$ cat config.mk
export PLATFORM = sky130hd
export DESIGN_NAME = axi_rd_arbiter
export DESIGN_NICKNAME = d
export VERILOG_FILES = /design/src/rtl/axi_rd_arbiter.sv
export SDC_FILE = /design/constraint.sdc
export NUM_CORES = 1
export LEC_CHECK = 0
export BUFFER_PORTS_ARGS = -buffer_cell sky130_fd_sc_hd__buf_4
export CORE_AREA = 2 2 89 91
export CTS_CLUSTER_DIAMETER = 50
export DETAILED_ROUTE_END_ITERATION = 8
export DIE_AREA = 0 0 91 93
export HOLD_SLACK_MARGIN = 0.05
export PLACE_DENSITY_LB_ADDON = 0.05
export SETUP_SLACK_MARGIN = 0.15
export SKIP_LAST_GASP = 1
export SLEW_MARGIN = 0
export SYNTH_ARGS = -nofsm -noshare
export SYNTH_HDL_FRONTEND = slang
export SYNTH_SLANG_ARGS = --single-unit
$ cat constraint.sdc
create_clock -name clk -period 1.3 [get_ports clk]
set_input_delay 0.065 -clock clk [delete_from_list [all_inputs] [get_ports clk]]
set_output_delay 0.065 -clock clk [all_outputs]
set_load 0.02 [all_outputs]
$ cat src/rtl/axi_rd_arbiter.sv
// Round-robin arbiter sharing one AXI read channel (AR/R) between an instruction
// fetch master (M0) and a data load master (M1); one outstanding burst at a time.
module axi_rd_arbiter #(
  parameter int ADDR_W = 32,
  parameter int DATA_W = 32,
  parameter int ID_W   = 4
) (
  input  logic              clk,
  input  logic              rst,

  input  logic [ADDR_W-1:0] m0_araddr,
  input  logic [3:0]        m0_arlen,
  input  logic              m0_arvalid,
  output logic              m0_arready,
  output logic [DATA_W-1:0] m0_rdata,
  output logic              m0_rlast,
  output logic              m0_rvalid,
  input  logic              m0_rready,

  input  logic [ADDR_W-1:0] m1_araddr,
  input  logic [3:0]        m1_arlen,
  input  logic              m1_arvalid,
  output logic              m1_arready,
  output logic [DATA_W-1:0] m1_rdata,
  output logic              m1_rlast,
  output logic              m1_rvalid,
  input  logic              m1_rready,

  output logic [ADDR_W-1:0] s_araddr,
  output logic [3:0]        s_arlen,
  output logic [ID_W-1:0]   s_arid,
  output logic              s_arvalid,
  input  logic              s_arready,
  input  logic [ID_W-1:0]   s_rid,
  input  logic [DATA_W-1:0] s_rdata,
  input  logic              s_rlast,
  input  logic              s_rvalid,
  output logic              s_rready,

  output logic              proto_err
);

  typedef enum logic [1:0] {
    IDLE = 2'd0,
    AR   = 2'd1,
    R    = 2'd2
  } state_e;

  state_e          state_q, state_d;
  logic            grant_q, grant_d;
  logic            last_grant_q, last_grant_d;
  logic [3:0]      beat_cnt_q, beat_cnt_d;
  logic [3:0]      len_q, len_d;
  logic            proto_err_q, proto_err_d;

  logic            in_ar;
  logic            in_r;
  logic            beat;
  logic [ID_W-1:0] grant_id;

  assign in_ar    = (state_q == AR);
  assign in_r     = (state_q == R);
  assign grant_id = ID_W'(grant_q);

  // Address channel is driven only while a request is being presented.
  assign s_arvalid  = in_ar;
  assign s_araddr   = in_ar ? (grant_q ? m1_araddr : m0_araddr) : '0;
  assign s_arlen    = in_ar ? (grant_q ? m1_arlen  : m0_arlen)  : '0;
  assign s_arid     = in_ar ? grant_id : '0;
  assign m0_arready = in_ar & ~grant_q & s_arready;
  assign m1_arready = in_ar &  grant_q & s_arready;

  assign s_rready   = in_r & (grant_q ? m1_rready : m0_rready);
  assign m0_rvalid  = in_r & ~grant_q & s_rvalid;
  assign m1_rvalid  = in_r &  grant_q & s_rvalid;
  assign m0_rlast   = m0_rvalid & s_rlast;
  assign m1_rlast   = m1_rvalid & s_rlast;
  assign m0_rdata   = s_rdata;
  assign m1_rdata   = s_rdata;

  assign beat       = in_r & s_rvalid & s_rready;
  assign proto_err  = proto_err_q;

  always_comb begin
    // NOTE: every _d gets its hold value first so no path can leave one unassigned and infer a latch.
    state_d      = state_q;
    grant_d      = grant_q;
    last_grant_d = last_grant_q;
    beat_cnt_d   = beat_cnt_q;
    len_d        = len_q;
    proto_err_d  = proto_err_q;

    case (state_q)
      IDLE: begin
        if (m0_arvalid | m1_arvalid) begin
          grant_d    = (m0_arvalid & m1_arvalid) ? ~last_grant_q : m1_arvalid;
          len_d      = grant_d ? m1_arlen : m0_arlen;
          beat_cnt_d = '0;
          state_d    = AR;
        end
      end
      AR: begin
        if (s_arready) state_d = R;
      end
      R: begin
        if (beat) begin
          beat_cnt_d = beat_cnt_q + 4'd1;
          // rlast must coincide exactly with the beat whose index equals arlen.
          if ((s_rid != grant_id) || (s_rlast != (beat_cnt_q == len_q))) proto_err_d = 1'b1;
          if (s_rlast) begin
            last_grant_d = grant_q;
            state_d      = IDLE;
          end
        end
      end
      default: state_d = IDLE;
    endcase
  end

  always_ff @(posedge clk or posedge rst) begin
    if (rst) begin
      state_q      <= IDLE;
      grant_q      <= 1'b0;
      last_grant_q <= 1'b1;
      beat_cnt_q   <= '0;
      len_q        <= '0;
      proto_err_q  <= 1'b0;
    end else begin
      // NOTE: non-blocking so every flop samples the pre-edge values computed above.
      state_q      <= state_d;
      grant_q      <= grant_d;
      last_grant_q <= last_grant_d;
      beat_cnt_q   <= beat_cnt_d;
      len_q        <= len_d;
      proto_err_q  <= proto_err_d;
    end
  end

endmodule

==> metrics.cfg <==
[outcome]
status=finished, violations left
violations=negative setup slack

[setup_path]
slowest_delay_ns=0.45
cp.depth=5
slowest_stage=dfrtp_2
critical-path-top-delay-family=buffers and inverters
cp_cell_sequence=buf_12 -> buf_12 -> clkinvlp_4 -> and3_4 -> buf_6
start_kind=flop
arrival_ns=1.47
crit_type=reg -> out
path_buf_inv=4
path_common_cell=buf_12
r2r_cells=6
worst-path-max-fanout=5
worstSetupEndpointType=output port
cp_data_required_time_ns=1.24

[timing]
min_period_ns=1.537
worst_pin_slew_ns=0.5552
finalHoldViolations=0
slew_violations=0
setup_viol=55
clock.fmax_mhz=650.8
relSlewSlack=0.6294
setup_tns_ns=-8.585
finClkSkew_ns=0.001276
rsz0062_at_grt=true
setup_ws_ns=-0.2365
fin_crit_sh=1.182
whs_ns=0.09859

[synth]
synth-seq-cells=13
netlist_instances=238
yosys_warnings=0
synth_xor_xnor_area_share=0.02362
avgSynthCellArea_um2=7.791
synth_mux_area_frac=0.2429
yosys.area_share.simple=0.1802
synth_compound_area_frac=0.05331
synthAdderAreaFrac=0.006748
yosysSeqAreaShare=0.1761
synth_top_family_by_area=buffers and inverters
synthDistinctLibCells=31
synth_area_um2=1854

[place]
dp_hpwl_um=4562
gp_congestion=0.7361
io_buffers=130
placedInstanceArea_um2=2844
dpl.cell_count=409

[flow_run]
maxCapViolations=0

[global_routing]
grt_max_degree=15
antenna_found_initial=0
grt_overflow=0
grt_use_total=0.1405
first_global_vias=1925
grt_pass1_wl_um=9742

[power_and_ir_drop]
power_frac_seq=0.088
leakage_nw=1.660
p_sw_w=0.003720
p_comb_frac=0.868
power_density_nw_per_um2=2184
clkPwrFrac=0.044
power_w=0.008541
p_sw_frac=0.4355
intPower_w=0.004821
irDropWorstVdd_mv=0.7726

[routing]
drc=0
ant_nets=0
vias=1952
viasPerCell=4.426
dr.pass1.iters=4
wl_per_cell_um=15.08
drt_iter0_drc=24
totalWireLength_um=6652

[clock_network]
htree_levels=1
tritoncts=yes
clock_path_buffers=2
path_clk_slew_ns=0.06
cts_root_buf=clkbuf_8
clock-sinks=13
cts_made_buffers=3
clock_latency_ns=0.25

[cells_and_area]
final_cell_mix=114 x buf_4, 45 x buf_6, 35 x nor2_4
finalInstanceArea_um2=3911
diodes=0
instances_no_fill=441
nets=458
final_common_cell=buf_4
drive_gt1_frac=0.8083
syn_to_final_growth_pct=110.9

[floorplan]
die_h_um=93
die-width_um=91
die-area_um2=8463
rows=32
initial_utilization=0.2463
core_um2=7527
io_pins=230

[min_path]
hold_class=in -> reg
min_path_cells=3

layer usage:
layer	global-route usage	up-vias	share of wire	wire length (um)
li1	-	927	-	-
met1	0.1665	895	0.36	2390
met2	0.2481	112	0.53	3548
met3	0.03787	18	0.087	580
met4	0.04293	0	0.020	133
met5	0	-	0	0
Yosys cell counts:
library cell / n / area share
dfrtp_1: 12 / 0.16
a22o_1: 1 / 0.0047
conb_1: 1 / 0.0020
ha_1: 1 / 0.0067
mux2_4: 2 / 0.016
o211ai_1: 2 / 0.0081
nor2_1: 45 / 0.091
a211oi_1: 1 / 0.0041
nand4b_1: 1 / 0.0047
o21ai_0: 1 / 0.0027
buf_4: 67 / 0.27
mux2i_1: 42 / 0.23
o221a_1: 1 / 0.0061
nand4_1: 2 / 0.0067
nor3_1: 4 / 0.011
and3b_1: 1 / 0.0047
nand3_1: 5 / 0.013
inv_1: 3 / 0.0061
nand2b_1: 1 / 0.0034
nand3_2: 1 / 0.0054
o21ai_1: 8 / 0.022
and3_1: 3 / 0.010
xnor2_1: 5 / 0.024
buf_6: 1 / 0.0061
a21boi_2: 1 / 0.0061
buf_2: 11 / 0.030
nor2_2: 1 / 0.0034
nand3b_1: 1 / 0.0041
nand2_1: 11 / 0.022
dfstp_2: 1 / 0.014
inv_2: 1 / 0.0020
flip-flops by register name (all words and copies together), names as in the netlist:
name	count
grant_q	1
last_grant_q	1
state_q	2
proto_err	1
len_q	4
beat_cnt_q	4
worst register-to-register path, cell delays in order (launching register included):
cell and delay, ns:
dfrtp_2 0.45, buf_6 0.14, buf_6 0.11, mux2_4 0.33, nand3_2 0.08, mux2i_1 0.18
o21ai_1 0.07
metrics by stage:
stage | setup WS [ns] | utilization
final | -0.2365 | 0.5196
after global routing | -0.2703 | 0.5196
after CTS | -0.2214 | 0.4372
after detailed placement | -0.02898 | 0.3778
after global placement | -0.009596 | 0.3778
after floorplan | 0.07827 | -
worst paths after layout:
kind                                       from                   endpoint  slack, ns
min reg2reg                len_q[2]$_DFFE_PP0P_       len_q[2]$_DFFE_PP0P_       0.52
max                         grant_q$_DFFE_PP0P_                   m0_rlast      -0.24
max reg2reg                 grant_q$_DFFE_PP0P_  beat_cnt_q[2]$_DFFE_PP0P_      -0.17
min in group asynchronous                   rst     state_q[0]$_DFFE_PP0P_       0.42
min                                 m0_arlen[3]       len_q[3]$_DFFE_PP0P_        0.1
max in group asynchronous                   rst        grant_q$_DFFE_PP0P_       0.48
power by group through the flow:
| stage | clock [W] | sequential, W | combinational, W |
|---|---|---|---|
| final | 0.000380 | 0.000748 | 0.00741 |
| after global routing | 0.000413 | 0.000770 | 0.00785 |
| after CTS | 0.000398 | 0.000764 | 0.00592 |
| after detailed placement | 0 | 0.000795 | 0.00471 |
| after global placement | 0 | 0.000790 | 0.00474 |
| after floorplan | 0 | 0.000681 | 0.00353 |
cells by family after synthesis:
| group | after synthesis |
|---|---|
| other cells | 1 |
| mux | 44 |
| fa+ha+maj | 1 |
| simple gates | 76 |
| xor+xnor | 5 |
| compound gates | 15 |
| buf+inv | 83 |
| flops | 13 |
final cells by class:
type	count	area, um2
Clock buffer	3	41.29
Clock inverter	1	5.005
Fill cell	686	3616
Inverter	4	23.77
Multi-Input combinational cell	144	1709
Sequential cell	13	329.1
Tap cell	102	127.6
Timing Repair Buffer	174	1675
repair_timing:
item                       CTS  global route
hold endpoints to repair    13             0
resized for setup           59            84
hold buffers                 2             0
setup buffers               13             8
pin swaps                    6            32
gates cloned                 2             3
setup endpoints to repair   56            58
(Power assumes the default switching activity.)
